`src/rtl/ball_motion_ctrl.sv`:
```
// Ball position controller: accepts one move command at a time over valid/ready and
// applies it during vertical blank, so the renderer never sees a mid-frame position change.
module ball_motion_ctrl #(
    parameter int SCREEN_WIDTH  = 800,
    parameter int SCREEN_HEIGHT = 600,
    parameter int BALL_RADIUS   = 20,
    parameter int STEP_PX       = 4
) (
    input  logic                             i_clk,
    input  logic                             i_rst_n,
    input  logic [10:0]                      i_h_coord,
    input  logic [9:0]                       i_v_coord,
    input  logic                             i_move_valid,
    input  logic [3:0]                       i_move_dir,
    output logic                             o_move_ready,
    output logic [$clog2(SCREEN_WIDTH)-1:0]  o_screen_ball_x,
    output logic [$clog2(SCREEN_HEIGHT)-1:0] o_screen_ball_y,
    output logic                             o_frame_tick
);

    localparam int XW = $clog2(SCREEN_WIDTH);
    localparam int YW = $clog2(SCREEN_HEIGHT);

    localparam logic [1:0] S_IDLE     = 2'd0;
    localparam logic [1:0] S_PENDING  = 2'd1;
    localparam logic [1:0] S_UPDATE_X = 2'd2;
    localparam logic [1:0] S_UPDATE_Y = 2'd3;

    localparam logic [9:0]        V_BLANK_START = 10'(SCREEN_HEIGHT);
    localparam logic signed [11:0] STEP   = 12'(STEP_PX);
    localparam logic signed [11:0] POS_LO = 12'(BALL_RADIUS);
    localparam logic signed [11:0] X_HI   = 12'(SCREEN_WIDTH - 1 - BALL_RADIUS);
    localparam logic signed [11:0] Y_HI   = 12'(SCREEN_HEIGHT - 1 - BALL_RADIUS);
    localparam logic [XW-1:0]     X_RESET = XW'(SCREEN_WIDTH / 2);
    localparam logic [YW-1:0]     Y_RESET = YW'(SCREEN_HEIGHT / 2);

    logic [1:0]    state_q, state_d;
    logic [3:0]    dir_q, dir_d;
    logic          pend_armed_q, pend_armed_d;
    logic          vblank_q, vblank_d;
    logic          frame_tick_q, frame_tick_d;
    logic [XW-1:0] ball_x_q, ball_x_d;
    logic [YW-1:0] ball_y_q, ball_y_d;

    logic signed [11:0] dx, dy;
    logic signed [11:0] x_sum, y_sum;
    logic [XW-1:0]      x_next;
    logic [YW-1:0]      y_next;

    // Horizontal position plays no part in detecting vertical blank.
    logic h_coord_unused;
    assign h_coord_unused = ^i_h_coord;

    function automatic logic signed [11:0] clamp12(
        input logic signed [11:0] val,
        input logic signed [11:0] lo,
        input logic signed [11:0] hi
    );
        if (val < lo) begin
            return lo;
        end else if (val > hi) begin
            return hi;
        end else begin
            return val;
        end
    endfunction

    always_comb begin
        vblank_d     = (i_v_coord >= V_BLANK_START);
        frame_tick_d = vblank_d & ~vblank_q;
    end

    // Opposing direction bits cancel because both contributions are summed.
    always_comb begin
        dx = '0;
        dy = '0;
        if (dir_q[0]) dx = dx + STEP;
        if (dir_q[1]) dx = dx - STEP;
        if (dir_q[2]) dy = dy + STEP;
        if (dir_q[3]) dy = dy - STEP;
        x_sum  = $signed(12'(ball_x_q)) + dx;
        y_sum  = $signed(12'(ball_y_q)) + dy;
        x_next = XW'(clamp12(x_sum, POS_LO, X_HI));
        y_next = YW'(clamp12(y_sum, POS_LO, Y_HI));
    end

    // A command accepted on the very edge the frame tick rises must skip that tick,
    // so PENDING only honours a tick after it has spent one cycle armed.
    always_comb begin
        state_d      = state_q;
        dir_d        = dir_q;
        pend_armed_d = pend_armed_q;
        ball_x_d     = ball_x_q;
        ball_y_d     = ball_y_q;
        case (state_q)
            S_IDLE: begin
                if (i_move_valid) begin
                    dir_d        = i_move_dir;
                    pend_armed_d = 1'b0;
                    state_d      = S_PENDING;
                end
            end
            S_PENDING: begin
                pend_armed_d = 1'b1;
                if (frame_tick_q && pend_armed_q) begin
                    state_d = S_UPDATE_X;
                end
            end
            S_UPDATE_X: begin
                ball_x_d = x_next;
                state_d  = S_UPDATE_Y;
            end
            S_UPDATE_Y: begin
                ball_y_d = y_next;
                state_d  = S_IDLE;
            end
            default: begin
                state_d = S_IDLE;
            end
        endcase
    end

    always_ff @(posedge i_clk or negedge i_rst_n) begin
        if (!i_rst_n) begin
            state_q      <= S_IDLE;
            dir_q        <= '0;
            pend_armed_q <= 1'b0;
            vblank_q     <= 1'b0;
            frame_tick_q <= 1'b0;
            ball_x_q     <= X_RESET;
            ball_y_q     <= Y_RESET;
        end else begin
            state_q      <= state_d;
            dir_q        <= dir_d;
            pend_armed_q <= pend_armed_d;
            vblank_q     <= vblank_d;
            frame_tick_q <= frame_tick_d;
            ball_x_q     <= ball_x_d;
            ball_y_q     <= ball_y_d;
        end
    end

    assign o_move_ready    = (state_q == S_IDLE);
    assign o_screen_ball_x = ball_x_q;
    assign o_screen_ball_y = ball_y_q;
    assign o_frame_tick    = frame_tick_q;

endmodule
```
`config.mk`:
```
export PLATFORM = sky130hd
export DESIGN_NAME = ball_motion_ctrl
export DESIGN_NICKNAME = d
export VERILOG_FILES = /design/src/rtl/ball_motion_ctrl.sv
export SDC_FILE = /design/constraint.sdc
export NUM_CORES = 1
export LEC_CHECK = 0
export ABC_AREA = 1
export CAP_MARGIN = 15
export CORE_UTILIZATION = 52
export CTS_CLUSTER_SIZE = 16
export DETAILED_ROUTE_END_ITERATION = 6
export GPL_TIMING_DRIVEN = 1
export PLACE_DENSITY = 0.8
export SLEW_MARGIN = 10
export SYNTH_ARGS = -nofsm -noshare
export SYNTH_HDL_FRONTEND = slang
export SYNTH_SLANG_ARGS = --single-unit
```
`constraint.sdc`:
```
create_clock -name i_clk -period 3.15 [get_ports i_clk]
set_clock_uncertainty 0.05 [all_clocks]
set_input_delay 0.315 -clock i_clk [delete_from_list [all_inputs] [get_ports i_clk]]
set_output_delay 0.315 -clock i_clk [all_outputs]
set_load 0.01 [all_outputs]
```
==> metrics.md <==
| Metric | Value |
|---|---|
| CP startpoint kind | register |
| Most frequent CP cell | nand2_1 |
| Routed WL | 5601 um |
| Clock sinks | 27 |
| Yosys reg bits | 27 |
| Synth Instances | 385 |
| HP Class | input pin to async pin |
| Stages on worst setup path | 18 |
| Initial antenna violation count | 0 |
| DR vias | 2,486 |
| Critical path capture point | o_screen_ball_y[4] |
| Area growth syn-to-layout | 17.74% |
| Endpoints failing hold | 0 |
| PortBufs | 35 |
| TritonCTS Buffers | 3 |
| Final Cell Area | 0.002948 sq mm |
| Critical path required time | 3310 ps |
| Drt pass-1 iters | 7 |
| Fraction of registers with async set/reset | 1.000 |
| Share of layout cells above drive strength 1 | 0.1043 |
| Crit path max fanout | 11 |
| Crit path DAT | 2910 ps |
| # nets final | 464 |
| IO Count | 50 |
| H-tree levels | 1 |
| Die Area | 0.005097 sq mm |
| RePlAce Congestion | 0.8951 |
| Routed length per placed instance | 11.82 um |
| Most common cell after layout, fill and taps aside | nand2_1 |
| Global Route Usage Sum | 0.2416 |
| CP max stage delay | 340 ps |
| Die height | 71.39 um |
| Least-Margin Pin Slew | 395.2 ps |
| Worst reg2reg path startpoint | dir_q[2] |
| Syn Area/Cell | 6.503 sq um |
| Number of global-route vias before repair | 2,221 |
| Flop2flop setup slack | 400 ps |
| Worst Setup SP | dir_q[2] |
| Status | finished, violations left |
| Syn Nets | 426 |
| Sequential area share after synthesis | 0.2734 |
| Post-CTS setup buffers | 0 |
| Final setup viols | 0 |
| Setup TNS | 0 ps |
| DP HPWL | 4473 um |
| CTS tree | yes |
| Post-cts resize count | 0 |
| CTS Hold Bufs | 0 |
| Ys Warns | 0 |
| Cell Pwr Density | 1184 mW/mm^2 |
| Post-synth cell types | 37 |
| ANT cells | 0 |
| R2R depth | 18 |
| Max-cap check violation count | 0 |
| Fin crit share | 0.8715 |
| Max VDD drop | 0.6726 mV |
| Max Clock Freq | 364.3 MHz |
| Post-synth EDFFs | 0 |
| Core Rows | 24 |
| Worst-Skew Late Latency | 280 ps |
| Clock Path Buffers | 2 |
| CTS root buf | clkbuf_8 |
| Drt via density | 5.245 |
| DR DRC count | 1 |
| Worst setup EP type | register |
| Final min period | 2745 ps |
| Overflow after GRT | 0 |
| Core Region | 0.004504 sq mm |
| Worst Path Class, Setup | register to register |
| Initial cell density of the core | 0.5558 |
| First-pass GRT wire length | 9880 um |
| Clock-pin slew on the worst setup and hold paths | 90 ps |
| Largest net degree at the start of global routing | 28 |
| Mapped cell area | 0.002504 sq mm |
| Slew headroom | 0.7337 |
| Critical path, cell by cell | inv_1 -> ha_1 -> buf_4 -> xor2_2 -> ha_1 -> a21oi_1 -> inv_1 -> nand2_1 -> nand2_1 -> nand2_1 -> nand2_1 -> nand2_1 -> nand2_1 -> inv_1 -> nand4_1 -> nand3_4 -> inv_1 -> a21oi_1 |
| Fillers | 433 |
| Antenna viol nets, final | 0 |
| Bufs and invs on worst path | 5 |
| Slowest CP cell | dfrtp_1 |
| Die W | 71.39 um |
| Unrepaired setup endpoints after global routing | false |
| RR Endpoint | o_screen_ball_y[4] |
| Commonest non-fill, non-tap cells in the layout | nand2_1, inv_1, clkdlybuf4s50_1 |
| Max-slew violation count | 0 |
| LEAKAGE | 1.535 nW |
| Main synth FF type | dfrtp_1 |
| Failing checks | design-rule violations |
| Instance area after placement | 0.002899 sq mm |
| Iteration-0 DRC Markers | 211 |
| Top cell family by delay on the critical path | simple AND/OR/NAND/NOR gates |
==> final cells by class <==
cell class	instances	area [sq um]	area share
clock buffers	3	41.29	0.01401
flip-flops and latches	27	684.4	0.2322
inverters	60	225.2	0.07640
well taps	52	65.06	0.02207
multi-input cells	293	1551	0.5263
repair buffers	38	372.9	0.1265
clock inverters	1	7.507	0.002547
==> metal layers <==
metal,up-vias,share of wire,track usage
li1,1289,-,-
met1,1115,0.48,0.3577
met2,73,0.44,0.3693
met3,9,0.057,0.02391
met4,0,0.015,0.08444
met5,-,0,0
==> worst reg2reg max path: stages, from the launching register on <==
cell and delay, ps:
dfrtp_1 340, inv_1 70, ha_1 190, buf_4 210
xor2_2 210, ha_1 200, a21oi_1 240, inv_1 90
nand2_1 90, nand2_1 70, nand2_1 70, nand2_1 50
nand2_1 50, nand2_1 60, inv_1 120, nand4_1 200
nand3_4 160, inv_1 70, a21oi_1 130
==> worst min path at each step <==
stage,endpoint,slack [ps],depth (start not counted)
2_1_floorplan,dir_q[0],-30,0
3_3_place_gp,o_frame_tick,340,1
3_5_place_dp,o_frame_tick,350,1
4_1_cts,o_screen_ball_y[4],350,2
5_1_grt,o_screen_ball_x[6],380,2
6_report,o_screen_ball_y[7],340,2
==> stage by stage <==
stage / hold WS, ps / cells / power, mW / setup slack [ps] / utilization
finish: 344.6 / 474 / 3.490 / 404.8 / 0.6544
global route: 382.6 / 474 / 3.874 / 176.8 / 0.6544
CTS: 347.7 / 474 / 3.486 / 431.7 / 0.6544
detailed placement: 351.5 / 470 / 3.260 / 473.3 / 0.6436
global placement: 344.1 / 470 / 3.213 / 536.1 / 0.6436
floorplan: -30.59 / 385 / 2.620 / 728.9 / -
==> where the power goes <==
group | total [mW] | switching [mW] | internal, mW | leakage (nW)
Combinational | 2.60 | 1.60 | 0.997 | 1.20
Sequential | 0.687 | 0.165 | 0.522 | 0.318
Clock | 0.202 | 0.112 | 0.0900 | 0.0217
Total | 3.49 | 1.88 | 1.61 | 1.54
==> cells by family (layout without fill, tap and decap cells) <==
kind of cell	Yosys count	in the layout	synth area share
compound gates	41	41	0.09396
xor+xnor	9	9	0.04499
fa+ha+maj	13	13	0.06497
buf+inv	65	102	0.1069
flops	27	27	0.2734
simple gates	230	230	0.4158
==> registers in the layout, summed over array words and instances (netlist names) <==
register / flops
vblank_q: 1
state_q: 2
dir_q: 4
o_frame_tick: 1
pend_armed_q: 1
o_screen_ball_x: 9
o_screen_ball_y: 9
==> Yosys cell counts (all sizes together), types with 2 or more instances <==
master  count  share of area
nand2     144           0.23
inv        59          0.088
nor2       39          0.077
nand3      30          0.069
dfrtp      20           0.20
a21oi      18          0.036
o21ai      16          0.036
ha         13          0.065
nand4      10          0.025
dfstp       7          0.073
buf         5          0.017
xor2        5          0.028
xnor2       4          0.017
nand3b      3         0.0090
nor3        3         0.0060
o22ai       2         0.0050
Note: power is estimated with default switching activity, not from simulation.
